===== src/rtl/t05_pkg.sv =====
// Shared types for the t05 header serializer: command opcodes, FSM states
// and the debug snapshot of the serializer's control state.
package t05_pkg;

  typedef enum logic [1:0] {
    OP_ZERO  = 2'd0,
    OP_CHAR  = 2'd1,
    OP_LEFTS = 2'd2,
    OP_FLUSH = 2'd3
  } cmd_op_e;

  typedef enum logic [1:0] {
    ST_IDLE   = 2'd0,
    ST_SHIFT  = 2'd1,
    ST_FINISH = 2'd2
  } state_e;

  // Debug view of the control state, for checkers bound to the top.
  typedef struct packed {
    state_e state;
    logic   fifo_empty;
    logic   fifo_full;
  } state_cb;

endpackage


===== src/rtl/t05_cmd_fifo.sv =====
// Command FIFO: DEPTH entries, extra pointer bit distinguishes full from empty.
// Writes are refused while full, even if a pop happens in the same cycle.
module t05_cmd_fifo
  import t05_pkg::*;
#(
  parameter int WIDTH = 10,
  parameter int DEPTH = 4
) (
  input  logic             clk,
  input  logic             rst,
  input  logic             push_i,
  input  logic [WIDTH-1:0] data_i,
  input  logic             pop_i,
  output logic [WIDTH-1:0] data_o,
  output logic             full_o,
  output logic             empty_o
);

  localparam int AW = $clog2(DEPTH);

  logic [AW:0]      wr_ptr_q, wr_ptr_d;
  logic [AW:0]      rd_ptr_q, rd_ptr_d;
  logic [WIDTH-1:0] mem_q [DEPTH];
  logic             do_push;
  logic             do_pop;

  assign full_o  = (wr_ptr_q[AW] != rd_ptr_q[AW]) &&
                   (wr_ptr_q[AW-1:0] == rd_ptr_q[AW-1:0]);
  assign empty_o = (wr_ptr_q == rd_ptr_q);
  assign do_push = push_i && !full_o;
  assign do_pop  = pop_i && !empty_o;
  assign data_o  = mem_q[rd_ptr_q[AW-1:0]];

  always_comb begin
    wr_ptr_d = wr_ptr_q;
    rd_ptr_d = rd_ptr_q;
    if (do_push) wr_ptr_d = wr_ptr_q + 1'b1;
    if (do_pop)  rd_ptr_d = rd_ptr_q + 1'b1;
  end

  always_ff @(posedge clk or posedge rst) begin
    if (rst) begin
      wr_ptr_q <= '0;
      rd_ptr_q <= '0;
    end else begin
      wr_ptr_q <= wr_ptr_d;
      rd_ptr_q <= rd_ptr_d;
    end
  end

  // Storage needs no reset: an entry is only read after it has been written.
  always_ff @(posedge clk) begin
    if (do_push) mem_q[wr_ptr_q[AW-1:0]] <= data_i;
  end

endmodule


===== src/rtl/t05_header_serializer.sv =====
// Header serializer: queues ZERO/CHAR/LEFTS/FLUSH commands and shifts each
// record out MSB first, one bit per out_valid/out_ready handshake.
module t05_header_serializer
  import t05_pkg::*;
#(
  parameter  int CHAR_W = 8,
  parameter  int CNT_W  = 8,
  parameter  int DEPTH  = 4,
  localparam int DATA_W = (CHAR_W > CNT_W) ? CHAR_W : CNT_W
) (
  input  logic              clk,
  input  logic              rst,
  input  logic              cmd_valid,
  input  logic [1:0]        cmd_op,
  input  logic [DATA_W-1:0] cmd_data,
  output logic              cmd_ready,
  output logic              out_valid,
  input  logic              out_ready,
  output logic              out_bit,
  output logic              busy,
  output logic              write_finish,
  output logic [15:0]       bit_total,
  output state_cb           dbg_o
);

  // Handshakes: a transfer happens on a rising edge where valid && ready.
  // Producers hold valid and payload stable until that edge; ready never
  // depends combinationally on valid.

  localparam int FW    = 2 + DATA_W;
  localparam int SR_W  = DATA_W + 1;
  localparam int LEN_W = $clog2(SR_W + 1);

  state_e             state_q, state_d;
  logic [SR_W-1:0]    sr_q, sr_d;
  logic [LEN_W-1:0]   len_q, len_d;
  logic [15:0]        bit_total_q, bit_total_d;

  logic [FW-1:0]      head;
  logic [1:0]         head_op;
  logic [DATA_W-1:0]  head_data;
  logic               fifo_full;
  logic               fifo_empty;
  logic               pop;
  logic [SR_W-1:0]    char_rec;
  logic [SR_W-1:0]    cnt_rec;

  t05_cmd_fifo #(
    .WIDTH (FW),
    .DEPTH (DEPTH)
  ) u_fifo (
    .clk     (clk),
    .rst     (rst),
    .push_i  (cmd_valid),
    .data_i  ({cmd_op, cmd_data}),
    .pop_i   (pop),
    .data_o  (head),
    .full_o  (fifo_full),
    .empty_o (fifo_empty)
  );

  assign head_op   = head[FW-1 -: 2];
  assign head_data = head[DATA_W-1:0];

  // Records are left-aligned so the first bit to send always sits at the MSB.
  always_comb begin
    char_rec = '0;
    cnt_rec  = '0;
    char_rec[SR_W-1] = 1'b1;
    char_rec[SR_W-2 -: CHAR_W] = head_data[CHAR_W-1:0];
    cnt_rec[SR_W-1] = 1'b1;
    cnt_rec[SR_W-2 -: CNT_W] = head_data[CNT_W-1:0];
  end

  always_comb begin
    state_d     = state_q;
    sr_d        = sr_q;
    len_d       = len_q;
    bit_total_d = bit_total_q;
    pop         = 1'b0;
    case (state_q)
      ST_IDLE: begin
        if (!fifo_empty) begin
          pop = 1'b1;
          case (cmd_op_e'(head_op))
            OP_ZERO: begin
              sr_d    = '0;
              len_d   = LEN_W'(1);
              state_d = ST_SHIFT;
            end
            OP_CHAR: begin
              sr_d    = char_rec;
              len_d   = LEN_W'(CHAR_W + 1);
              state_d = ST_SHIFT;
            end
            OP_LEFTS: begin
              // A zero count is a no-op record: consumed, nothing sent.
              if (head_data[CNT_W-1:0] != '0) begin
                sr_d    = cnt_rec;
                len_d   = LEN_W'(CNT_W + 1);
                state_d = ST_SHIFT;
              end
            end
            OP_FLUSH: state_d = ST_FINISH;
          endcase
        end
      end
      ST_SHIFT: begin
        if (out_ready) begin
          sr_d  = sr_q << 1;
          len_d = len_q - 1'b1;
          if (bit_total_q != 16'hFFFF) bit_total_d = bit_total_q + 16'd1;
          if (len_q == LEN_W'(1)) state_d = ST_IDLE;
        end
      end
      ST_FINISH: state_d = ST_IDLE;
      default:   state_d = ST_IDLE;
    endcase
  end

  always_ff @(posedge clk or posedge rst) begin
    if (rst) begin
      state_q     <= ST_IDLE;
      sr_q        <= '0;
      len_q       <= '0;
      bit_total_q <= '0;
    end else begin
      state_q     <= state_d;
      sr_q        <= sr_d;
      len_q       <= len_d;
      bit_total_q <= bit_total_d;
    end
  end

  assign cmd_ready    = !fifo_full;
  assign out_valid    = (state_q == ST_SHIFT);
  assign out_bit      = out_valid & sr_q[SR_W-1];
  assign write_finish = (state_q == ST_FINISH);
  assign busy         = (state_q != ST_IDLE) || !fifo_empty;
  assign bit_total    = bit_total_q;

  assign dbg_o.state      = state_q;
  assign dbg_o.fifo_empty = fifo_empty;
  assign dbg_o.fifo_full  = fifo_full;

endmodule


===== config.mk =====
export PLATFORM = sky130hd
export DESIGN_NAME = t05_header_serializer
export DESIGN_NICKNAME = d
export VERILOG_FILES = /design/src/rtl/t05_pkg.sv /design/src/rtl/t05_cmd_fifo.sv /design/src/rtl/t05_header_serializer.sv
export SDC_FILE = /design/constraint.sdc
export NUM_CORES = 1
export LEC_CHECK = 0
export BUFFER_PORTS_ARGS = -buffer_cell sky130_fd_sc_hd__buf_2
export CAP_MARGIN = 40
export CORE_UTILIZATION = 58
export CTS_CLUSTER_DIAMETER = 120
export CTS_CLUSTER_SIZE = 30
export DETAILED_ROUTE_END_ITERATION = 10
export GPL_TIMING_DRIVEN = 0
export PLACE_DENSITY = 0.79
export SETUP_SLACK_MARGIN = 0.3
export SYNTH_ARGS = -nofsm -noshare
export SYNTH_HDL_FRONTEND = slang
export SYNTH_SLANG_ARGS = --single-unit

===== constraint.sdc =====
create_clock -name clk -period 3.2 [get_ports clk]
set_input_delay 0 -clock clk [delete_from_list [all_inputs] [get_ports clk]]
set_output_delay 0 -clock clk [all_outputs]
set_load 0.005 [all_outputs]

== Word level (Yosys, flattened, before mapping) ==
Memories as Yosys holds them, arrays and structs flattened.
Cells that the tools add are included.
Cells by class
  add/subtract/negate cells: 4
  eq/ne operators: 15
  multiplexer cells: 20
  bitwise operators: 1
  reduce and logical (&&, ||, !) cells: 15
Operators with widths (count)
  $mux 9: 3
  $pmux 9 s3: 1
  $pmux 9 s2: 1
  $add 16x1->16 const B: 1
  $ne 16x16->1 const B: 1
  $mux 4: 3
  $pmux 4 s3: 1
  $mux 2: 4
  $pmux 4 s2: 1
  $reduce_bool 8->1: 1
  $add 3x1->3 const B: 2
  $eq 2x2->1 const B: 3
  $pmux 2 s3: 1
  $reduce_and 5->1: 1
  $eq 2x1->1 const B: 2
  $eq 4x1->1 const B: 1
  $logic_not 2->1: 2
  $mux 1: 4
  $ne 2x1->1 const B: 2
  $ne 4x1->1 const B: 1
  $pmux 2 s2: 1
  $reduce_and 4->1: 1
  $reduce_bool 2->1: 2
  $sub 4x1->4 const B: 1
  other kinds (11): 14
Word-level totals
  bits in registers: 37
  memory bits (writable): 40
  bits of input ports: 14
  output and inout port bits: 25
  word-level logic and storage cells: 62
  memories: 1
Memory list
  u_fifo.mem_q: words 4, bits a word 10, read ports 1, clocked after Yosys merged registers in 0, write ports 1, RTL line t05_cmd_fifo.sv:23  | logic [WIDTH-1:0] mem_q [DEPTH];

== Logic depth before layout (Yosys ltp) ==
  depth after elaboration: 6
  depth in mapped cells: 10
  mapped depth without buffers: 7

== By module ==
Synthesis repeated with hierarchy kept, for this count alone.
Unflattened totals
  cell total of the unflattened synthesis: 275
  area, all modules: 3706.1 µm²
Modules (own cells, without submodules)
  t05_cmd_fifo: times used 1, cells each 102, area each 1964.4 µm², sequential area each 1351.3 µm²
  t05_header_serializer: times used 1, cells each 173, area each 1741.7 µm², sequential area each 775.7 µm²

== Least setup slack after synthesis ==
Ideal clock, no wire load.
  path type: register -> register
  start point: reg u_fifo.rd_ptr_q[0]
  end point: reg len_q[2]
  setup time: 0.124 ns
  arrival: 2.587 ns
  required time: 3.076 ns
  slack: 0.489 ns
  stages on the path, launching flop included: 11
  buffers on the path: 3
  clock period less this slack: 2.711 ns
  cell sequence: dfrtp_1 buf_6 mux4_1 inv_1 ha_1 nor3_1 o31a_1 or3_1 buf_6 buf_12 a211o_2
On the way
  longest elaborated chain between the ends: 5
  elaborated cells on any way between the ends: 13
  classes of those cells: eq/ne: 6; mux: 3; reduce/logical: 3; memory: 1
Ends and longest elaborated chain
  start, declared: RTL line t05_cmd_fifo.sv:22  | logic [AW:0] rd_ptr_q, rd_ptr_d;
  start signal, assigned: RTL line t05_cmd_fifo.sv:47  | rd_ptr_q <= rd_ptr_d;
  $mem_v2 4x10
  $eq 2x2->1, or another cell as far along: RTL line t05_header_serializer.sv:85  | case (cmd_op_e'(head_op))
  $pmux 4 s3: RTL line t05_header_serializer.sv:85
  $mux 4: RTL line t05_header_serializer.sv:83  | if (!fifo_empty) begin
  $pmux 4 s2: RTL line t05_header_serializer.sv:81  | case (state_q)
  end signal, assigned: RTL line t05_header_serializer.sv:130  | len_q <= len_d;
  end, declared: RTL line t05_header_serializer.sv:36  | logic [LEN_W-1:0] len_q, len_d;
Parallel ways exist; a longest one is shown, timed or not. The select of a mux whose other input is x is not followed.
A chain may end at the register's enable or synchronous reset.

== Worst setup path in the final report ==
Same ends and word-level chain as after synthesis.

==> flow_metrics.py <==
metrics = {
    "status": {
        "status": "finished, final reports clean",
    },
    "yosys": {
        "syn_inst": 243,
        "syn_area_um2": 3540,
        "ys_warn_count": 0,
        "ys_types": 42,
        "syn_area_per_cell_um2": 14.6,
        "synth-seq-area-share_pct": 60.1,
        "syn_nets": 269,
        "synth_seq_cells": 77,
    },
    "setup_path": {
        "cp-start-kind": "flip-flop",
        "cp-startpoint": "u_fifo.rd_ptr_q[0]",
        "crit_chain": "buf_6, mux4_2, inv_1, ha_1, nor3_1, o31a_1, or3_1, buf_6, buf_12, a211o_2",
        "crit_path_max_incr_delay_ns": 0.57,
        "crit_path_frequent_cell": "buf_6",
        "cp_slowest_cell": "mux4_2",
        "critPathRequiredTime_ns": 3.44,
        "reg2reg_from": "u_fifo.rd_ptr_q[0]",
        "r2r_slack_ns": 0.42,
        "r2r.worst_path.cells": 10,
        "r2r_end": "len_q[2]",
        "path_buf_inv": 4,
        "crit_fanout": 10,
        "critPathTopFamily": "buffers and inverters",
        "cp.arrival_ns": 3.02,
        "end_kind": "flip-flop",
        "critPathKind": "reg2reg",
    },
    "clock_network": {
        "clkLatencyLatePin_ns": 0.35,
        "cts_max_level": 3,
        "root_buffer": "clkbuf_8",
        "cts_made_buffers": 9,
        "cts.sinks": 77,
        "cts_tree": "yes",
        "cts_buffer_depth": 2,
        "clk_pin_slew_ns": 0.09,
    },
    "grt": {
        "grt_pass1_vias": 2049,
        "overflow": 0,
        "antenna_found_initial": 0,
        "grt_first_pass_wirelength_um": 9510,
        "grt.total_usage_pct": 20.9,
        "grt_max_degree": 38,
    },
    "route": {
        "met1Wirelength_um": 2790,
        "dr_total_vias": 2095,
        "met3_wirelength_um": 208,
        "drc": 0,
        "wl_um": 5960,
        "postRouteAntennaNets": 0,
        "drt_first_pass_iters": 4,
        "dr_wl_met2_um": 2850,
        "drtIter0Drc": 145,
        "maxUsedRoutingLayer": "met4",
        "routed_via_density": 5.46,
        "wire_per_inst_um": 15.5,
    },
    "pwr": {
        "powerDensity_nw_per_um2": 931,
        "pwr-share-comb_pct": 41.6,
        "p_sw_share_pct": 34.3,
        "ir_drop_v": 0.000475,
        "p_switching_w": 0.00132,
        "power_leakage_nw": 1.79,
        "p_clk_share_pct": 19.4,
        "internal-power_w": 0.00253,
        "finalPower_w": 0.00385,
        "p_seq_share_pct": 39.0,
    },
    "hold_path": {
        "min_path_type": "in2reg",
        "hp-start": "cmd_valid",
        "hold_path_depth": 3,
        "hold_end": "u_fifo.wr_ptr_q[0]",
    },
    "sta": {
        "drv_slew": 0,
        "tightest_slew_ns": 0.768,
        "rsz0062_at_grt": "true",
        "post-route-min-period_ns": 2.78,
        "finalSetupTns_ns": 0,
        "setup_viol": 0,
        "finalHoldViolCount": 0,
        "timing.hold.ws_ns": 0.0578,
        "period_share_pct": 86.9,
        "layout_setup_ws_ns": 0.418,
        "skew_ns": 0.00869,
        "slew_headroom_pct": 48.7,
        "clock.fmax_mhz": 359,
    },
    "die": {
        "coreArea_um2": 5890,
        "die_h_um": 80.1,
        "dieArea_um2": 6420,
        "die_w_um": 80.1,
        "start_util_pct": 60.1,
        "rows": 28,
        "pin_count": 39,
    },
    "layout": {
        "fill_cells": 419,
        "syn2layout_area_growth_pct": 16.9,
        "drive_above_1_share_pct": 26.2,
        "final_nets": 330,
        "antenna_cells": 0,
        "final_cell_count_no_fill": 384,
    },
    "place": {
        "dp_slack_ns": 0.261,
        "io_buffers": 38,
        "placedCellCount": 356,
        "hpwl_um": 4120,
        "gp_congestion": 0.729,
    },
    "flow_run": {
        "drv_cap": 0,
    },
}
cells in the mapped netlist:
cell | n | area, um2
buf_12 | 1 | 20.0
buf_4 | 2 | 15.0
and2_1 | 3 | 18.8
mux4_1 | 9 | 236
and3b_1 | 1 | 8.76
and4_1 | 1 | 8.76
a211oi_1 | 1 | 7.51
and3_1 | 8 | 50.1
inv_1 | 12 | 45.0
a31oi_1 | 1 | 6.26
xor2_1 | 6 | 52.6
or4_4 | 1 | 11.3
xnor2_1 | 16 | 140
nand3b_1 | 1 | 7.51
nor4_1 | 2 | 12.5
nor3b_1 | 2 | 15.0
a21oi_1 | 4 | 20.0
mux2_2 | 5 | 56.3
nand3_1 | 10 | 50.1
o21ai_0 | 2 | 10.0
buf_6 | 4 | 45.0
nor2_1 | 9 | 33.8
nand2b_1 | 1 | 6.26
buf_2 | 1 | 5.00
a22o_1 | 6 | 52.6
ha_1 | 12 | 150
nor2b_1 | 2 | 12.5
a211o_2 | 1 | 10.0
o41ai_1 | 1 | 8.76
or3_1 | 2 | 12.5
dfrtp_1 | 37 | 926
o21a_1 | 1 | 7.51
mux4_2 | 1 | 22.5
edfxtp_1 | 40 | 1200
nand2_1 | 14 | 52.6
mux2i_1 | 2 | 20.0
clkbuf_1 | 2 | 7.51
nand4_1 | 6 | 37.5
mux2_4 | 5 | 75.1
nor3_1 | 6 | 30.0
o31a_1 | 1 | 8.76
nor4_4 | 1 | 21.3
flip-flops by register name, indices dropped and copies added (netlist names):
register and flops:
bit_total 16, len_q 4, sr_q 9, state_q 2
u_fifo.mem_q 40, u_fifo.rd_ptr_q 3, u_fifo.wr_ptr_q 3
worst max path at each step:
stage,endpoint,slack (ns),depth (start not counted)
floorplan,len_q[2],0.49,10
global placement,sr_q[2],0.26,8
detailed placement,sr_q[3],0.26,8
global route,len_q[2],0.29,10
CTS,sr_q[2],0.30,8
finish,len_q[2],0.42,10
layout make-up:
cell class / instances / area, um2 / area share, %
Multi-Input combinational cell: 144 / 1270 / 30.6
Timing Repair Buffer: 50 / 308 / 7.44
Clock inverter: 7 / 80.1 / 1.94
Clock buffer: 9 / 124 / 2.99
Tap cell: 75 / 93.8 / 2.27
Sequential cell: 77 / 2130 / 51.4
Inverter: 12 / 45.0 / 1.09
Buffer: 10 / 92.6 / 2.24
worst reg2reg max path: cells and delay by family, from the launching register on:
| family | cells | cell delay [ns] |
|---|---|---|
| compound gates | 2 | 0.57 |
| fa+ha+maj | 1 | 0.17 |
| buf+inv | 4 | 0.58 |
| flops | 1 | 0.42 |
| mux | 1 | 0.57 |
| simple gates | 2 | 0.39 |
stage by stage:
| stage | utilization, % | area (um2) |
|---|---|---|
| 3_3_place_gp | 64.9 | 3820 |
| 5_1_grt | 70.3 | 4140 |
| 2_1_floorplan | - | 3540 |
| 6_report | 70.3 | 4140 |
| 3_5_place_dp | 64.9 | 3820 |
| 4_1_cts | 70.3 | 4140 |
cells in the final DEF, fill, tap and decap left out, drive strengths merged, types with 4 or more instances in the layout:
master,instances
buf,47
edfxtp,40
dfrtp,37
xnor2,16
inv,15
nand2,14
ha,12
dlygate4sd3,11
clkbuf,11
nand3,10
mux4,10
mux2,10
nor2,9
and3,8
a22o,6
nor3,6
xor2,6
nand4,6
a21oi,4
kinds of logic (layout without fill, tap and decap cells):
group	Yosys count	in the layout	synth area share [%]
xor gates and xnor gates	22	22	5.45
DFF	77	77	60.1
adders and majority gates	12	12	4.24
AOI/OAI and AO/OA	18	18	3.71
buffers and inverters	22	88	3.89
and+or+nand+nor	70	70	11.0
muxes	22	22	11.6
layer usage:
| metal | global-route usage (%) | up-vias |
|---|---|---|
| met1 | 27.1 | 1017 |
| li1 | - | 1019 |
| met5 | 0 | - |
| met3 | 6.25 | 11 |
| met4 | 9.82 | 0 |
| met2 | 32.3 | 48 |
timing repair:
item,CTS,global route
hold endpoints to repair,77,0
gates resized for setup,1,2
hold buffers,11,0
pin swaps,0,1
setup endpoints to repair,6,6
cloned,0,0
buffers inserted,0,1
power by group through the flow:
stage	registers, W	logic (W)	clock network, W
after CTS	0.00151	0.00162	0.000761
after global routing	0.00153	0.00179	0.000808
final	0.00150	0.00160	0.000746
after floorplan	0.00149	0.00124	0
after detailed placement	0.00152	0.00160	0
after global placement	0.00151	0.00155	0
Note: power is estimated with default switching activity, not from simulation.
